===== config.mk =====
export PLATFORM = sky130hd
export DESIGN_NAME = msdf_digit_serializer_flat
export DESIGN_NICKNAME = d
export VERILOG_FILES = /design/src/rtl/msdf_digit_serializer_pkg.sv /design/src/rtl/msdf_digit_serializer_if.sv /design/src/rtl/msdf_sd_recode.sv /design/src/rtl/msdf_digit_serializer.sv /design/src/flat_wrapper.sv
export SDC_FILE = /design/constraint.sdc
export NUM_CORES = 1
export LEC_CHECK = 0
export BUFFER_PORTS_ARGS = -buffer_cell sky130_fd_sc_hd__buf_2
export CORE_MARGIN = 1.5
export CORE_UTILIZATION = 50
export DETAILED_ROUTE_END_ITERATION = 8
export PLACE_DENSITY = 0.7
export REMOVE_ABC_BUFFERS = 1
export SLEW_MARGIN = 0
export SYNTH_ARGS = -nofsm -noshare
export SYNTH_HDL_FRONTEND = slang
export SYNTH_HIERARCHICAL = 1
export SYNTH_SLANG_ARGS = --single-unit

===== constraint.sdc =====
create_clock -name clk -period 1.7 [get_ports clk]
set_input_delay 0.17 -clock clk [delete_from_list [all_inputs] [get_ports clk]]
set_output_delay 0.17 -clock clk [all_outputs]
set_load 0.01 [all_outputs]

===== src/rtl/msdf_digit_serializer_pkg.sv =====
// msdf_digit_serializer_pkg: radix-2 signed-digit encodings shared by the MSDF serializer and its users.
package msdf_digit_serializer_pkg;
    // Same code points as the R2_* set in Bit_rep.vh; 2'b10 is never produced.
    localparam logic [1:0] R2_ZERO    = 2'b00;
    localparam logic [1:0] R2_POS_ONE = 2'b01;
    localparam logic [1:0] R2_NEG_ONE = 2'b11;

    function automatic int r2_to_int(input logic [1:0] d);
        return d == R2_POS_ONE ? 1 : d == R2_NEG_ONE ? -1 : 0;
    endfunction
endpackage


===== src/rtl/msdf_digit_serializer_if.sv =====
// msdf_digit_serializer_if: load/digit handshake bundle; neg exists only with MSDF_SER_NEG_EN.
interface msdf_digit_serializer_if #(parameter int N = 8);
    logic         start;
    logic [N-1:0] din;
    logic         ready;
    logic         dig_valid;
    logic         dig_ready;
    logic [1:0]   dig_out;
    logic         dig_last;
`ifdef MSDF_SER_NEG_EN
    logic         neg;
    modport master(output start, din, neg, dig_ready, input ready, dig_valid, dig_out, dig_last);
    modport slave(input start, din, neg, dig_ready, output ready, dig_valid, dig_out, dig_last);
`else
    modport master(output start, din, dig_ready, input ready, dig_valid, dig_out, dig_last);
    modport slave(input start, din, dig_ready, output ready, dig_valid, dig_out, dig_last);
`endif
endinterface


===== src/rtl/msdf_sd_recode.sv =====
// msdf_sd_recode: Booth bit pair (b[k], b[k-1]) to signed digit, optionally negated.
module msdf_sd_recode
    import msdf_digit_serializer_pkg::*;
(
    input  logic [1:0] pair,
    input  logic       neg,
    output logic [1:0] dig
);
    assign dig = pair == 2'b01 ? (neg ? R2_NEG_ONE : R2_POS_ONE) :
                 pair == 2'b10 ? (neg ? R2_POS_ONE : R2_NEG_ONE) : R2_ZERO;
endmodule


===== src/rtl/msdf_digit_serializer.sv =====
// msdf_digit_serializer: N-bit two's-complement word to MSD-first radix-2 signed digits.
// Define MSDF_SER_NEG_EN to add the neg input that emits -din instead of din.
module msdf_digit_serializer
    import msdf_digit_serializer_pkg::*;
#(
    parameter int N = 8
) (
    input logic clk,
    input logic rst,
    msdf_digit_serializer_if.slave s
);
    localparam int CW = N > 1 ? $clog2(N) : 1;

    typedef enum logic {IDLE, SHIFT} state_t;

    state_t        st;
    logic [N:0]    sr;
    logic [CW-1:0] cnt;
    logic          neg_r;
    logic          neg_in;
    logic          last;
    logic          rdy;
    logic [1:0]    pair;

`ifdef MSDF_SER_NEG_EN
    assign neg_in = s.neg;
`else
    assign neg_in = 1'b0;
`endif

    assign last        = st == SHIFT && cnt == '0;
    assign rdy         = st == IDLE || (last && s.dig_ready);
    assign s.ready     = rdy;
    assign s.dig_valid = st == SHIFT;
    assign s.dig_last  = last;
    // Gating the pair keeps dig_out at zero whenever no digit is offered.
    assign pair        = st == SHIFT ? sr[N:N-1] : 2'b00;

    msdf_sd_recode u_recode (
        .pair(pair),
        .neg (neg_r),
        .dig (s.dig_out)
    );

    // A start accepted on the last consume reloads directly, so SHIFT has no bubble.
    always_ff @(posedge clk) begin
        if (rst) begin
            st    <= IDLE;
            sr    <= '0;
            cnt   <= '0;
            neg_r <= 1'b0;
        end else if (s.start && rdy) begin
            st    <= SHIFT;
            sr    <= {s.din, 1'b0};
            cnt   <= CW'(N - 1);
            neg_r <= neg_in;
        end else if (st == SHIFT && s.dig_ready) begin
            sr  <= sr << 1;
            cnt <= cnt - 1'b1;
            if (last) st <= IDLE;
        end
    end
endmodule


===== src/flat_wrapper.sv =====
// flat-port wrapper written by rule: the top's interface ports become plain ports
module msdf_digit_serializer_flat import msdf_digit_serializer_pkg::*;
#(
    parameter int N = 8
)
  (clk, rst, s_start, s_din, s_dig_ready, s_ready, s_dig_valid, s_dig_out, s_dig_last);
  msdf_digit_serializer_if #(.N(N)) s_i ();
  input logic clk;
  input logic rst;
  input wire logic [$bits(s_i.start)-1:0] s_start;
  input wire logic [$bits(s_i.din)-1:0] s_din;
  input wire logic [$bits(s_i.dig_ready)-1:0] s_dig_ready;
  output wire logic [$bits(s_i.ready)-1:0] s_ready;
  output wire logic [$bits(s_i.dig_valid)-1:0] s_dig_valid;
  output wire logic [$bits(s_i.dig_out)-1:0] s_dig_out;
  output wire logic [$bits(s_i.dig_last)-1:0] s_dig_last;
  assign s_i.start = s_start;
  assign s_i.din = s_din;
  assign s_i.dig_ready = s_dig_ready;
  assign s_ready = s_i.ready;
  assign s_dig_valid = s_i.dig_valid;
  assign s_dig_out = s_i.dig_out;
  assign s_dig_last = s_i.dig_last;
  msdf_digit_serializer #(.N(N)) u_core (.clk(clk), .rst(rst), .s(s_i));
endmodule

==> summary.md, run 1 <==
| Metric | Value |
|---|---|
| Area grow syn2layout | 12.59% |
| Hold Path Stages | 2 |
| Hold-fix buffers, CTS | 0 |
| Number of synthesized flops with an enable pin | 0 |
| Die height | 43.61 um |
| Port Buffers | 16 |
| Clock sinks | 12 |
| Max Cap Viol | 0 |
| Slew Viols, Final | 0 |
| Startpoint Class | flip-flop |
| Sum of routed wire length over all layers | 1683 um |
| RSZ-0062 raised after global routing | false |
| Hold Path Class | input port to flip-flop |
| Most frequent cells after synthesis | nor3_1 (15), dfxtp_1 (12), mux2_2 (8) |
| DIE AREA | 0.001902 mm^2 |
| Synth warnings | 6 |
| Async S/R FF share, synth | 0% |
| Clock share of power | 30.7% |
| Ys flop type | dfxtp_1 |
| Critical path endpoint category | output pin |
| Final TNS setup | 0 ns |
| Router iterations before antenna repair | 4 |
| P_int | 527.7 uW |
| Final ANT Viol Nets | 0 |
| Peak supply drop | 0.4513 mV |
| Crit path kind | flip-flop to output pin |
| Cell accounting for the most synthesized area | dfxtp_1 |
| Status | finished clean |
| Switch share | 30.02% |
| Root Buffer | clkbuf_4 |
| Crit path time final | 1.546 ns |
| Ports | 17 |
| Initial Util | 54.11% |
| First-pass GRT wire length | 2973 um |
| Die Width | 43.61 um |
| Sequential power share | 44.1% |
| Clk Latency, worst-skew pair | 0.27 ns |
| Yosys reg bits | 12 |
| Post-CTS setup buffers | 0 |
| Gates resized, CTS repair | 0 |
| Largest net degree at the start of global routing | 15 |
| # nets final | 124 |
| Ratio of final minimum period to clock period | 90.93% |
| Crit-path max FO | 9 |
| Pre-CTS setup slack | 0.2437 ns |
| R2r startpoint | u_core/cnt[0] |
| Top cell type's share of synthesized area | 29.14% |
| Cell area after layout | 928.4 um^2 |
| Diode count | 0 |
| Reg2reg end | u_core/sr[8] |
| Worst R2R Setup Slack | 0.23 ns |
| Leakage power | 0.0003994 uW |
| Synth cell types | 29 |
| Req. time, crit path | 1.53 ns |
| Wire length per cell | 13.68 um |
| Synthesized cell area | 824.5 um^2 |
| Final Hold Vio Count | 0 |
| Total grt overflow | 0 |
| Mapped Avg Cell Area | 9.061 um^2 |
| Hold endpoint | u_core/sr[1] |
| Power per cell area | 812.2 mW/mm^2 |
| Final HPWL DP | 1195 um |
| Max Freq | 646.9 MHz |
| Fill count | 138 |
| Most frequent cell after synthesis | nor3_1 |
| Gr usage total | 20.80% |
| Via count | 719 |
| Gpl congestion | 0.7430 |
| Hold wc startpoint | s_din[0] |
| Arrival time at the worst endpoint | 1.38 ns |
| CTS buffer count | 3 |
| Clk_skew | 0.001579 ns |
| Drt first-iter violations | 16 |
| H-tree Lvls | 1 |
| Via/cell ratio | 5.846 |
| Vias in the first global route | 695 |
| Final number of setup-violating endpoints | 0 |
| Sequential cell area fraction in the yosys report | 29.14% |
| Num rows | 14 |
| P_sw | 226.4 uW |
| Combinational share of power | 25.2% |
| Area post-placement | 890.9 um^2 |
| Clock transition at path regs | 0.08 ns |
| Reg2reg path depth | 5 |
| Final worst slack | 0.1541 ns |
| Synth area leaders | dfxtp_1 (29%), mux2_2 (11%), nor4_2 (11%) |
| Mapped Cells | 91 |
| Antenna violations before repair | 0 |
| CTS tree | built |
| Share of layout cells above drive strength 1 | 38.32% |
| Maximum clock path buffer count | 2 |
| Number of remaining DRC errors | 0 |
| Core area | 0.001524 mm^2 |
power by group through the flow:
stage / registers [uW] / clock network, uW / logic [uW]
after floorplan: 336 / 0 / 126
after global placement: 338 / 0 / 183
after detailed placement: 339 / 0 / 189
after CTS: 332 / 242 / 190
after global routing: 338 / 260 / 212
final: 333 / 232 / 190
flip-flops by register name, indices dropped and copies added, names as in the netlist:
name and cells:
u_core/sr 8, u_core/s.dig_valid 1, u_core/cnt 3
area by class of cell:
type,count,area [um^2],share of cell area (%)
Multi-Input combinational cell,67,516.7,55.66
Inverter,7,26.28,2.830
Sequential cell,12,241.5,26.01
Clock buffer,4,36.28,3.908
Timing Repair Buffer,17,87.58,9.434
Tap cell,16,20.02,2.156
per-stage QoR:
step | hold slack (ns) | cells | total power [uW] | util (%)
after floorplan | 0.2410 | 86 | 462.0 | -
after global placement | 0.4147 | 119 | 520.6 | 58.46
after detailed placement | 0.4341 | 119 | 528.3 | 58.46
after CTS | 0.1356 | 123 | 764.4 | 60.84
after global routing | 0.1372 | 123 | 809.3 | 60.92
final | 0.1471 | 123 | 754.0 | 60.92
worst max-delay path, cell delays in order, from the launching register on:
cell	delay (ns)
dfxtp_2	0.40
clkinv_1	0.26
nor3b_1	0.27
buf_2	0.16
per-layer routing:
| metal | GRT usage [%] | routed length (um) |
|---|---|---|
| met4 | 9.091 | 5 |
| met1 | 26.80 | 811 |
| met5 | 0 | 0 |
| met2 | 34.41 | 803 |
| met3 | 2.917 | 62 |
how the worst max path moves through the flow:
stage	start	endpoint	cells past startpoint
6_report	u_core/s.dig_valid	s_dig_last	3
3_5_place_dp	u_core/cnt[0]	u_core/sr[8]	5
2_1_floorplan	u_core/s.dig_valid	s_dig_last	2
3_3_place_gp	u_core/cnt[0]	u_core/sr[8]	5
4_1_cts	u_core/s.dig_valid	s_dig_last	3
5_1_grt	u_core/s.dig_valid	s_dig_out[1]	5
layout by cell type (no fill, tap or decap):
cell type	instances
nand2b_1	1
inv_1	6
and3b_1	1
nand4b_2	1
ha_1	4
nand2_2	1
nand3b_1	1
o22ai_1	7
clkinv_1	1
dfxtp_2	1
buf_4	1
nand2_1	3
nor3b_2	1
nor4_2	7
a22o_1	1
nor3_1	15
and2_1	2
nor2_1	5
a21oi_1	1
a41o_1	1
nor3b_1	1
clkbuf_4	3
conb_1	2
mux2_2	8
dfxtp_1	11
o21ai_2	1
clkbuf_8	1
a211oi_1	2
a221oi_1	1
buf_2	16
logic make-up after synthesis:
logic type                 after synthesis  synth area share (%)
AOI/OAI and AO/OA                       14                 12.14
adders and majority gates                4                 6.070
buffers and inverters                   13                 8.647
DFF                                     12                 29.14
muxes                                    8                 10.93
other                                    1                0.4548
and+or+nand+nor                         39                 32.63
Note: power is estimated with default switching activity, not from simulation.
==> run 2, diff against run 1 <==
--- a/config.mk
+++ b/config.mk
@@ -5,6 +5,7 @@
 export SDC_FILE = /design/constraint.sdc
 export NUM_CORES = 1
 export LEC_CHECK = 0
+export ABC_AREA = 1
 export BUFFER_PORTS_ARGS = -buffer_cell sky130_fd_sc_hd__buf_2
 export CORE_MARGIN = 1.5
 export CORE_UTILIZATION = 50
==> run 2 against run 1 <==
Effect of this change:
- cell count increased by 13%
- largest cell class unchanged
- count of clock-buffer cells in the layout decreased by 1
- die area decreased by 1.4%
- register-to-register slack improved by 0.10 ns
- via count decreased by 7.6%
- setup slack improved by 0.042 ns
- global-route usage decreased by 3.5 points
- synthesized cell count increased by 16%
- combinational power increased by 8%
- clock power decreased by 24%
- clock skew increased by 0.0021 ns
- sequential power about the same
==> summary.md, run 2 <==
| Metric | Value |
|---|---|
| CP cell instances | nand2_1 > inv_1 > inv_1 > ha_1 > inv_1 > nand3_1 > nand2_1 > buf_2 |
| Cell area after layout | 892.1 um^2 |
| Crit path time final | 1.504 ns |
| Top Family by Delay on Critical Path | flip-flops |
| Reg2reg end | u_core/sr[5] |
| WP buf/inv | 4 |
| Synth warnings | 6 |
| Leakage power | 0.0005107 uW |
| Mapped Avg Cell Area | 7.661 um^2 |
| Sequential cell area fraction in the yosys report | 29.58% |
| Clock sinks | 12 |
| Clock transition at path regs | 0.07 ns |
| Top cell type's share of synthesized area | 29.58% |
| Switch share | 33.13% |
| CTS buffer count | 3 |
| Max Freq | 664.9 MHz |
| R2r startpoint | u_core/cnt[0] |
| Num rows | 14 |
| Critical path's slowest cell | dfxtp_1 |
| H-tree Lvls | 1 |
| P_int | 479.0 uW |
| Gr usage total | 17.27% |
| Total grt overflow | 0 |
| Clock share of power | 24.6% |
| Most frequent cells after synthesis | inv_1 (25), nand2_1 (14), dfxtp_1 (12) |
| Via/cell ratio | 4.777 |
| Slew Viols, Final | 0 |
| Peak supply drop | 0.4718 mV |
| Ports | 17 |
| Root Buffer | clkbuf_4 |
| Final Hold Slack | 0.09221 ns |
| Final HPWL DP | 1000 um |
| Critical path endpoint category | output pin |
| Maximum clock path buffer count | 2 |
| Final ANT Viol Nets | 0 |
| Post-CTS setup buffers | 0 |
| Final Hold Vio Count | 0 |
| Placed insts | 136 |
| Port Buffers | 16 |
| Router iterations before antenna repair | 4 |
| Most frequent cells in the layout | inv_1 (25), buf_2 (16), nand2_1 (14) |
| Synth cell types | 20 |
| Number of synthesized flops with an enable pin | 0 |
| Startpoint Class | flip-flop |
| Synth area leaders | dfxtp_1 (30%), inv_1 (12%), nand3_2 (11%) |
| Yosys reg bits | 12 |
| Crit path kind | flip-flop to output pin |
| CP Depth | 8 |
| Gpl congestion | 0.7527 |
| Top reg by flops | u_core/sr |
| Ys flop type | dfxtp_1 |
| Synthesized cell area | 812.0 um^2 |
| Antenna violations before repair | 0 |
| Clk_skew | 0.003699 ns |
| Initial Util | 53.90% |
| Number of remaining DRC errors | 0 |
| Cell accounting for the most synthesized area | dfxtp_1 |
| Hold-fix buffers, CTS | 0 |
| Status | finished clean |
| Sum of routed wire length over all layers | 1389 um |
| Die Width | 43.30 um |
| Critical Path Sink | s_dig_out[1] |
| Combinational share of power | 28.8% |
| Pre-CTS setup slack | 0.3476 ns |
| Share of layout cells above drive strength 1 | 34.15% |
| Die height | 43.30 um |
| Max Cap Viol | 0 |
| Fill count | 152 |
| Final worst slack | 0.1959 ns |
| Ratio of final minimum period to clock period | 88.47% |
| Max FFs per register | 8 |
| Crit-path max FO | 5 |
| Arrival time at the worst endpoint | 1.33 ns |
| Most common cell after layout, fill and taps aside | inv_1 |
| Via count | 664 |
| DIE AREA | 0.001875 mm^2 |
| # nets final | 141 |
| Most frequent CP cell | inv_1 |
| Hold Path Class | input port to flip-flop |
| P_sw | 237.3 uW |
| CTS tree | built |
| Sequential power share | 46.7% |
| Diode count | 0 |
| Final TNS setup | 0 ns |
| Critical path launch point | u_core/s.dig_valid |
| Core area | 0.001506 mm^2 |
| Req. time, crit path | 1.53 ns |
| Clk Latency, worst-skew pair | 0.27 ns |
| First-pass GRT wire length | 2380 um |
| Final number of setup-violating endpoints | 0 |
| Reg2reg path depth | 9 |
| Area post-placement | 869.6 um^2 |
| Async S/R FF share, synth | 0% |
| Wire length per cell | 9.993 um |
| Power per cell area | 802.9 mW/mm^2 |
| Most frequent cell after synthesis | inv_1 |
| Largest net degree at the start of global routing | 20 |
| CP peak stage delay | 0.41 ns |
| RSZ-0062 raised after global routing | false |
| Drt first-iter violations | 15 |
| Vias in the first global route | 600 |
| Mapped Cells | 106 |
| Worst R2R Setup Slack | 0.33 ns |
| Non-Filler Instances | 139 |
| Area grow syn2layout | 9.861% |
| Gates resized, CTS repair | 0 |
## run 2: cell types whose count changed in the layout (fill, tap and decap cells not counted), moves of 4 or more
| cell | before | now |
|---|---|---|
| o21ai_0 | 0 | 8 |
| nand2_1 | 3 | 14 |
| nand3_1 | 0 | 8 |
| nor3_1 | 15 | 0 |
| inv_1 | 6 | 25 |
| mux2_2 | 8 | 0 |
| o22ai_1 | 7 | 0 |
| nor2_1 | 5 | 1 |
| nand2_2 | 1 | 8 |
| nor4_2 | 7 | 0 |
| nand3_2 | 0 | 9 |
## run 2: cells by family (layout without fill, tap and decap cells)
group	count (synthesis)	after routing	share of synthesized area (%)
xor gates and xnor gates	1	1	1.079
adders and majority gates	4	4	6.164
DFF	12	12	29.58
buffers and inverters	31	47	19.11
AOI/OAI and AO/OA	15	15	11.71
other	1	2	0.4618
and+or+nand+nor	42	42	31.90
## run 2: how the worst min path moves through the flow
| stage | from | to | slack (ns) | depth (start not counted) |
|---|---|---|---|---|
| after floorplan | rst | u_core/cnt[2] | 0.24 | 1 |
| after global placement | rst | u_core/cnt[2] | 0.38 | 2 |
| after detailed placement | rst | u_core/sr[1] | 0.38 | 2 |
| after CTS | rst | u_core/cnt[2] | 0.09 | 2 |
| after global routing | rst | u_core/cnt[2] | 0.1 | 2 |
| final | rst | u_core/cnt[2] | 0.09 | 2 |
## run 2: worst reg2reg max path: stages, from the launching register on
cell	delay, ns
dfxtp_1	0.32
inv_1	0.09
ha_1	0.17
nand2_2	0.08
o21bai_4	0.21
buf_4	0.20
nand3_1	0.07
nand3_1	0.10
nand2_1	0.05
inv_1	0.04
## run 2: stage by stage
step           util [%]  total power, uW
3_3_place_gp      57.72            542.1
5_1_grt           59.22            769.7
4_1_cts           59.22            727.5
2_1_floorplan         -            486.8
6_report          59.22            716.2
3_5_place_dp      57.72            547.4
## run 2: cell type report
type | instances | area (um^2) | area share [%]
clock buffers | 3 | 22.52 | 2.525
inverters | 27 | 101.3 | 11.36
multi-input cells | 64 | 420.4 | 47.12
flip-flops and latches | 12 | 240.2 | 26.93
well taps | 16 | 20.02 | 2.244
repair buffers | 17 | 87.58 | 9.818
## run 2: layer usage
metal | routed length [um] | GRT usage (%) | vias to the layer above
met5 | 0 | 0 | -
met4 | 34 | 13.33 | 0
met3 | 84 | 2.553 | 4
met2 | 618 | 25.67 | 22
met1 | 652 | 22.25 | 279
li1 | - | - | 359
## run 2: power by group through the flow
| stage | logic (uW) | registers (uW) | clock network, uW |
|---|---|---|---|
| 2_1_floorplan | 148 | 339 | 0 |
| 3_3_place_gp | 201 | 341 | 0 |
| 3_5_place_dp | 206 | 341 | 0 |
| 4_1_cts | 207 | 334 | 186 |
| 5_1_grt | 237 | 338 | 194 |
| 6_report | 206 | 334 | 176 |
